**src/rtl/core_pipe_pkg.sv**
```systemverilog
// Shared payload layouts for the 5-stage core's inter-stage registers.
// Control fields sit in the LSBs of each payload so the bubble mask zeroes exactly them.
package core_pipe_pkg;

  typedef struct packed {
    logic pred_taken;
    logic instr_valid;
  } if_id_ctrl_t;

  typedef struct packed {
    logic [31:0] pc;
    logic [31:0] instr;
    if_id_ctrl_t ctrl;
  } if_id_t;

  typedef struct packed {
    logic [3:0] alu_op;
    logic       alu_src;
    logic       mem_read;
    logic       mem_write;
    logic       jump;
    logic       branch;
    logic       reg_write;
  } id_ex_ctrl_t;

  typedef struct packed {
    logic [31:0] pc;
    logic [31:0] rs1_val;
    logic [31:0] rs2_val;
    logic [31:0] imm;
    logic [4:0]  rd;
    id_ex_ctrl_t ctrl;
  } id_ex_t;

  typedef struct packed {
    logic mem_read;
    logic mem_write;
    logic mem_to_reg;
    logic reg_write;
  } ex_mem_ctrl_t;

  typedef struct packed {
    logic [31:0]  alu_res;
    logic [31:0]  store_val;
    logic [4:0]   rd;
    ex_mem_ctrl_t ctrl;
  } ex_mem_t;

  typedef struct packed {
    logic mem_to_reg;
    logic reg_write;
  } mem_wb_ctrl_t;

  typedef struct packed {
    logic [31:0]  alu_res;
    logic [31:0]  load_val;
    logic [4:0]   rd;
    mem_wb_ctrl_t ctrl;
  } mem_wb_t;

  localparam int IF_ID_W       = $bits(if_id_t);
  localparam int IF_ID_CTRL_W  = $bits(if_id_ctrl_t);
  localparam int ID_EX_W       = $bits(id_ex_t);
  localparam int ID_EX_CTRL_W  = $bits(id_ex_ctrl_t);
  localparam int EX_MEM_W      = $bits(ex_mem_t);
  localparam int EX_MEM_CTRL_W = $bits(ex_mem_ctrl_t);
  localparam int MEM_WB_W      = $bits(mem_wb_t);
  localparam int MEM_WB_CTRL_W = $bits(mem_wb_ctrl_t);

endpackage

```
**src/rtl/pipe_skid_entry.sv**
```systemverilog
// One valid+data storage entry; clear wins over load for the valid bit.
module pipe_skid_entry #(
  parameter int DATA_W = 128
) (
  input  logic              clk_i,
  input  logic              rst_ni,
  input  logic              load_i,
  input  logic              clear_i,
  input  logic [DATA_W-1:0] data_i,
  output logic              valid_o,
  output logic [DATA_W-1:0] data_o
);

  logic              valid_d, valid_q;
  logic [DATA_W-1:0] data_d, data_q;

  always_comb begin
    valid_d = valid_q;
    data_d  = data_q;
    if (load_i) begin
      valid_d = 1'b1;
      data_d  = data_i;
    end
    if (clear_i) valid_d = 1'b0;
  end

  always_ff @(posedge clk_i) begin
    if (!rst_ni) begin
      valid_q <= 1'b0;
      data_q  <= '0;
    end else begin
      valid_q <= valid_d;
      data_q  <= data_d;
    end
  end

  assign valid_o = valid_q;
  assign data_o  = data_q;

endmodule

```
**src/rtl/pipe_stage_reg.sv**
```systemverilog
// Inter-stage pipeline register with valid/ready handshake, flush, optional skid entry,
// bubble masking of the control field and a saturating back-pressure counter.
module pipe_stage_reg
  import core_pipe_pkg::*;
#(
  parameter int DATA_W = 128,
  parameter int CTRL_W = 16,
  parameter int SKID   = 1,
  parameter int CNT_W  = 16
) (
  input  logic              clk_i,
  input  logic              rst_ni,
  input  logic              flush_i,
  input  logic              in_valid_i,
  output logic              in_ready_o,
  input  logic [DATA_W-1:0] in_data_i,
  output logic              out_valid_o,
  input  logic              out_ready_i,
  output logic [DATA_W-1:0] out_data_o,
  input  logic              stall_cnt_clr_i,
  output logic [CNT_W-1:0]  stall_cnt_o
);

  function automatic logic [CNT_W-1:0] sat_inc(input logic [CNT_W-1:0] v);
    return (&v) ? v : v + 1'b1;
  endfunction

  logic              in_fire, out_fire;
  logic              main_v, main_load, main_clr;
  logic [DATA_W-1:0] main_d, main_wdata;

  assign in_fire  = in_valid_i & in_ready_o;
  assign out_fire = main_v & out_ready_i;

  pipe_skid_entry #(.DATA_W(DATA_W)) u_main (
    .clk_i   (clk_i),
    .rst_ni  (rst_ni),
    .load_i  (main_load),
    .clear_i (main_clr),
    .data_i  (main_wdata),
    .valid_o (main_v),
    .data_o  (main_d)
  );

  if (SKID != 0) begin : g_skid
    logic              skid_v, skid_load, skid_clr;
    logic [DATA_W-1:0] skid_d;

    // Ready depends only on the skid flop, so upstream never sees out_ready_i combinationally.
    assign in_ready_o = ~skid_v;
    assign main_load  = (out_fire & skid_v) | (in_fire & (~main_v | out_fire));
    assign main_wdata = skid_v ? skid_d : in_data_i;
    assign main_clr   = flush_i | (out_fire & ~main_load);
    assign skid_load  = in_fire & main_v & ~out_fire;
    assign skid_clr   = flush_i | (out_fire & skid_v);

    pipe_skid_entry #(.DATA_W(DATA_W)) u_skid (
      .clk_i   (clk_i),
      .rst_ni  (rst_ni),
      .load_i  (skid_load),
      .clear_i (skid_clr),
      .data_i  (in_data_i),
      .valid_o (skid_v),
      .data_o  (skid_d)
    );
  end else begin : g_noskid
    assign in_ready_o = ~main_v | out_ready_i;
    assign main_load  = in_fire;
    assign main_wdata = in_data_i;
    assign main_clr   = flush_i | (out_fire & ~in_fire);
  end

  assign out_valid_o = main_v;

  always_comb begin
    out_data_o = main_d;
    if (!main_v) begin
      for (int i = 0; i < CTRL_W; i++) out_data_o[i] = 1'b0;
    end
  end

  logic [CNT_W-1:0] stall_cnt_d, stall_cnt_q;

  always_comb begin
    stall_cnt_d = stall_cnt_q;
    if (stall_cnt_clr_i)                stall_cnt_d = '0;
    else if (main_v && !out_ready_i)    stall_cnt_d = sat_inc(stall_cnt_q);
  end

  always_ff @(posedge clk_i) begin
    if (!rst_ni) stall_cnt_q <= '0;
    else         stall_cnt_q <= stall_cnt_d;
  end

  assign stall_cnt_o = stall_cnt_q;

endmodule

```
**config.mk**
```make
export PLATFORM = sky130hd
export DESIGN_NAME = pipe_stage_reg
export DESIGN_NICKNAME = d
export VERILOG_FILES = /design/src/rtl/core_pipe_pkg.sv /design/src/rtl/pipe_skid_entry.sv /design/src/rtl/pipe_stage_reg.sv
export SDC_FILE = /design/constraint.sdc
export NUM_CORES = 1
export LEC_CHECK = 0
export CORE_ASPECT_RATIO = 0.75
export CORE_MARGIN = 4
export CORE_UTILIZATION = 40
export CTS_CLUSTER_SIZE = 40
export DETAILED_ROUTE_END_ITERATION = 16
export PLACE_DENSITY = 0.72
export SLEW_MARGIN = 20
export SYNTH_ARGS = -nofsm -noshare
export SYNTH_HDL_FRONTEND = slang
export SYNTH_SLANG_ARGS = --single-unit
export TNS_END_PERCENT = 100
```
**constraint.sdc**
```tcl
create_clock -name clk_i -period 4.8 [get_ports clk_i]
set_input_delay 0.48 -clock clk_i [delete_from_list [all_inputs] [get_ports clk_i]]
set_output_delay 0.48 -clock clk_i [all_outputs]
set_load 0.01 [all_outputs]
```
# == Word level (Yosys, flattened, before mapping) ==
# Cells that the tools add are included.
# word_totals
regBits,274
latchBits,0
ramBits,0
mem_bits_ro,0
in_bits,134
output_inout_bits,146
elab_cells,32
memories,0
# op_classes
n_addsub,1
n_mul,0
div,0
n_lt_le_gt_ge,0
n_eq_ne,0
n_shift,0
n_mux,2
n_bitwise,17
reduce_logical,7
# op_table
op,n
128-bit two-way mux,1
"16-bit by 1-bit adder with 16-bit output, second input constant",1
16-bit two-way mux,1
16-bit AND reduction,1
1-bit bitwise AND,7
1-bit NOT,6
2-bit OR reduction,3
1-bit OR,4
2-bit AND reduction,1
1-bit logical AND,1
1-bit logical NOT,1

# == Longest topological paths before layout ==
# depth
depth_word,8
mapped_depth,7
mapped_depth_nobuf,5

# == Cells and area by module ==
# Synthesis repeated with hierarchy kept, for this count alone.
# hier_totals
cells_unflattened,1103
area_unflattened_um2,12525.8
# modules_own_cells
mod,n_inst,cells_each,area_each_um2,seq_area_each_um2
pipe_skid_entry,2,416,4994.8,2582.5
pipe_stage_reg,1,271,2536.2,320.3

# == Worst setup path after synthesis ==
# Ideal clock, no wire load.
# synth_path
path_kind,register -> register
start,"register stall_cnt_q[2], in the netlist stall_cnt_o[2]"
end,"register stall_cnt_q[14], in the netlist stall_cnt_o[14]"
setup_ps,116
arrival_time_ps,1778
required_ps,4684
path_slack_ps,2905
stages_incl_launch_ff,5
path_buffers,0
period_less_slack_ps,1895
path_cell_list,dfxtp_1 -> nand4_2 -> or4_4 -> or4_1 -> o211a_1
# synth_between
elab_chain_len,3
elab_cells_between_ends,4
cone_classes,add/sub: 1; bitwise: 1; reduce/logical: 2
# synth_lines
item,line_no,source
from (decl),pipe_stage_reg.sv:82,"logic [CNT_W-1:0] stall_cnt_d, stall_cnt_q;"
from (signal assigned),pipe_stage_reg.sv:92,else stall_cnt_q <= stall_cnt_d;
"parallel branches: the longest is 3 deep, another holds 16-bit by 1-bit adder with 16-bit output",n/a,
# Several ways; the timed one is not identified.
# A chain may end at the register's enable or synchronous reset.

# == Worst setup path in the final report ==
# layout_path
start,"register u_main.valid_q, in the netlist u_main.valid_o"
end,"register g_skid.u_skid.data_q[26], in the netlist g_skid.u_skid.data_o[26]"
# layout_between
elab_chain_len,3
elab_cells_between_ends,4
cone_classes,bitwise: 4
# layout_lines
item,line_no,source
from (decl),pipe_skid_entry.sv:14,"logic valid_d, valid_q;"
from (signal assigned),pipe_skid_entry.sv:32,valid_q <= valid_d;
1-bit bitwise AND,pipe_stage_reg.sv:33,assign out_fire = main_v & out_ready_i;
1-bit NOT,pipe_stage_reg.sv:54,assign skid_load = in_fire & main_v & ~out_fire;
1-bit bitwise AND (*),pipe_stage_reg.sv:54,
to (signal assigned),pipe_skid_entry.sv:33,data_q <= data_d;
to (decl),pipe_skid_entry.sv:15,"logic [DATA_W-1:0] data_d, data_q;"
# Mark *: on every way between the ends. The rest lies on a longest branch, timed or not.

==> summary.txt <==
Status
  – Status: finished clean

Clock tree
  – H-tree lvl count: 1
  – Post-CTS sizing: 0
  – Num CTS Buffers: 29
  – Hold buffer count at CTS: 0
  – CTS Buffer Depth: 3
  – Clock-pin slew on the worst setup and hold paths: approximately 60 ps
  – Clk_lat worst skew: 550 ps
  – Setup Buffers After CTS: 0
  – CTS tree: done
  – Root buf cell: clkbuf_16
  – CTS sink count: 274

Logic synthesis
  – Post-synthesis cell count: 1,368
  – Distinct cells, synth: 36
  – Sequential cell area fraction in the yosys report: 44.4%
  – Syn Nets: roughly 1,500
  – Yosys reg bits: 274
  – YS warnings: 0
  – Average size of a mapped cell: 9.03 um2
  – Post-Syn Area: 12,400 um2

Global route
  – Total gr overflow: 0
  – Gr usage total: 17.1%
  – Initial antenna violation count: 3
  – Vias in the first global route: roughly 9,200
  – Global-route wire length before repair: 48.6 mm
  – Largest net degree at the start of global routing: 189

STA
  – Final setup violation count: 0
  – Setup TNS: 0 ps
  – Final Critical Period: 3030 ps
  – Clock skew: 10.3 ps
  – Slew headroom: between 20% and 30%
  – Period utilization: around 63%
  – Min Hold Slack: 366 ps
  – Fin. max-slew vios: 0
  – Unrepaired setup endpoints after global routing: false
  – Slew @ Worst Pin: 1100 ps
  – Fmax: 330 MHz
  – Final Hold Fails: 0

Floorplan
  – Rows: 55
  – Initial Utilization: 40.8%
  – Chip width: 211 um
  – DIE AREA: 33,800 um2
  – I/O Pins: 280
  – Die Span Y: 160 um
  – Core area: 30,300 um2

Setup path
  – Critical path cell sequence: nor2b_1 > nand3_4 > buf_4 > nand2_1 > a21boi_0
  – Worst Path Buf+Inv: 1
  – Worst Setup End Kind: register
  – CP top delay family: simple AND/OR/NAND/NOR gates
  – Crit-path max FO: 69
  – Data required time of the critical path: 5230 ps
  – Largest stage delay, worst path: roughly 800 ps
  – Worst Path Arrival: 3450 ps
  – Worst path slowest cell: dfxtp_1
  – Crit start category: register
  – WS Path Type: register to register

Drt
  – DRT iter0 DRCs: 547
  – Drt total wl: just over 30 mm
  – Drt pass-1 iters: 6
  – Antenna-violating nets left: 0
  – Post-DR wirelength/cell: 16.2 um
  – DRC viols: 0
  – Routed vias: between 9,000 and 10,000
  – Vias per inst: between 5 and 6

Cells and area
  – Storage cell area: 5490 um2
  – Final #Nets: 1,606
  – Cell area after layout: 15,500 um2
  – Share of layout cells above drive strength 1: under 10%
  – Area of the multi-input gates: 5640 um2
  – Post-route core utilization: 51.2%
  – Area grow syn2layout: 25.4%
  – Filler instances: about 2,700

Pwr
  – VDD IR max: 0.000238 V
  – Static leakage: 0.00631 uW
  – Final total power: 5340 uW
  – PwrDens: around 340 nW/um2

Placed design
  – GP Congestion: 0.742
  – HPWL Detailed: 19.7 mm
  – IO Port Bufs: 279
  – Cell Area, Placed: 14,500 um2

Worst hold path
  – Hold Crit Class: input port to register

Flow run
  – MaxCap Viol Count: 0
==> where the power goes <==
group / switching, uW / leakage [uW] / internal [uW]
clock network: 917 / 0.000476 / 1380
registers: 61.0 / 0.00224 / 2380
logic: 264 / 0.00359 / 346
==> path summary, 6_finish.rpt <==
path	slack, ps	cells after the start	to	start
setup / recovery	1770	5	g_skid.u_skid.data_o[26]$_SDFFE_PN0P_	u_main.valid_o$_SDFFE_PP0P_
hold / removal	370	2	u_main.data_o[8]$_SDFFE_PN0P_	rst_ni
setup reg to reg	1770	5	g_skid.u_skid.data_o[26]$_SDFFE_PN0P_	u_main.valid_o$_SDFFE_PP0P_
hold reg to reg	460	2	g_skid.u_skid.data_o[95]$_SDFFE_PN0P_	g_skid.u_skid.data_o[95]$_SDFFE_PN0P_
==> logic make-up (layout without fill, tap and decap cells) <==
| family | count (synthesis) | after routing | synth area share [%] |
|---|---|---|---|
| AND/OR/NAND/NOR | 453 | 453 | 15.0 |
| buffers and inverters | 221 | 344 | 10.2 |
| flip-flops | 274 | 274 | 44.4 |
| multiplexers | 128 | 128 | 10.4 |
| other | 0 | 2 | 0 |
| adder cells (fa/ha/maj) | 1 | 1 | 0.101 |
| AO/OA/AOI/OAI | 291 | 291 | 19.9 |
==> final cells by class <==
type	count	area share (%)
Clock buffer	44	5.50
Antenna cell	2	0.0323
Clock inverter	7	0.735
Timing Repair Buffer	288	18.6
Inverter	5	0.121
Tap cell	399	3.22
Sequential cell	274	35.4
Multi-Input combinational cell	873	36.4
==> synthesized netlist by cell type <==
cell type	instances	share of area, %
buf_1	6	0.18
dfxtp_1	274	44
o311ai_1	1	0.071
buf_2	9	0.36
o211a_1	129	10
inv_1	5	0.15
a21oi_1	13	0.53
ha_1	1	0.10
or4_1	3	0.18
and4_2	1	0.081
or4_4	1	0.091
nand2_1	394	12
nand3b_1	1	0.061
and2_1	17	0.86
nor4_1	4	0.20
mux2i_1	128	10
a31oi_1	2	0.10
o211ai_1	2	0.12
nand3_1	4	0.16
a211oi_1	3	0.18
o31a_2	1	0.081
a21boi_0	128	7.8
nand2b_1	4	0.20
o21ai_0	9	0.36
buf_4	112	6.8
nor2_1	5	0.15
or4_2	1	0.071
clkbuf_1	89	2.7
nor2b_1	2	0.10
and3b_1	1	0.071
and4b_1	1	0.081
nor3_1	1	0.040
nand4_1	5	0.25
o31ai_1	3	0.18
nand4_2	1	0.10
or3_1	7	0.35
==> layout by cell type, fill, tap and decap left out, drive strengths merged, types with 9 or more instances in the layout <==
master         Yosys  routed
a21oi             13      13
o21ai              9       9
clkdlybuf4s50      0     278
clkbuf            89      44
and2              17      17
nand2            394     394
buf              127      10
dfxtp            274     274
a21boi           128     128
mux2i            128     128
o211a            129     129
==> state kept, by name, indices dropped and copies added (netlist names) <==
name,cells
stall_cnt_o,16
u_main.data_o,128
g_skid.u_skid.valid_o,1
g_skid.u_skid.data_o,128
u_main.valid_o,1
==> worst register-to-register path, delay by kind of cell (launching register included) <==
kind	cells	cell delay, ps
AO/OA/AOI/OAI	1	90
buffers and inverters	1	680
flip-flops	1	800
AND/OR/NAND/NOR	3	1340
==> through the flow <==
step           cells  setup slack (ps)
6_report        1892              1770
5_1_grt         1891              1490
2_1_floorplan   1368              2910
3_5_place_dp    1839              1610
4_1_cts         1890              1680
3_3_place_gp    1839              1720
==> metal layers <==
metal	track usage, %	routed length (um)	vias up
met3	4.63	1900	53
met4	4.21	720	4
li1	-	-	4761
met2	26.8	13700	201
met5	0	22	-
met1	23.5	14300	4575
Power figures use the tool's default switching activity.
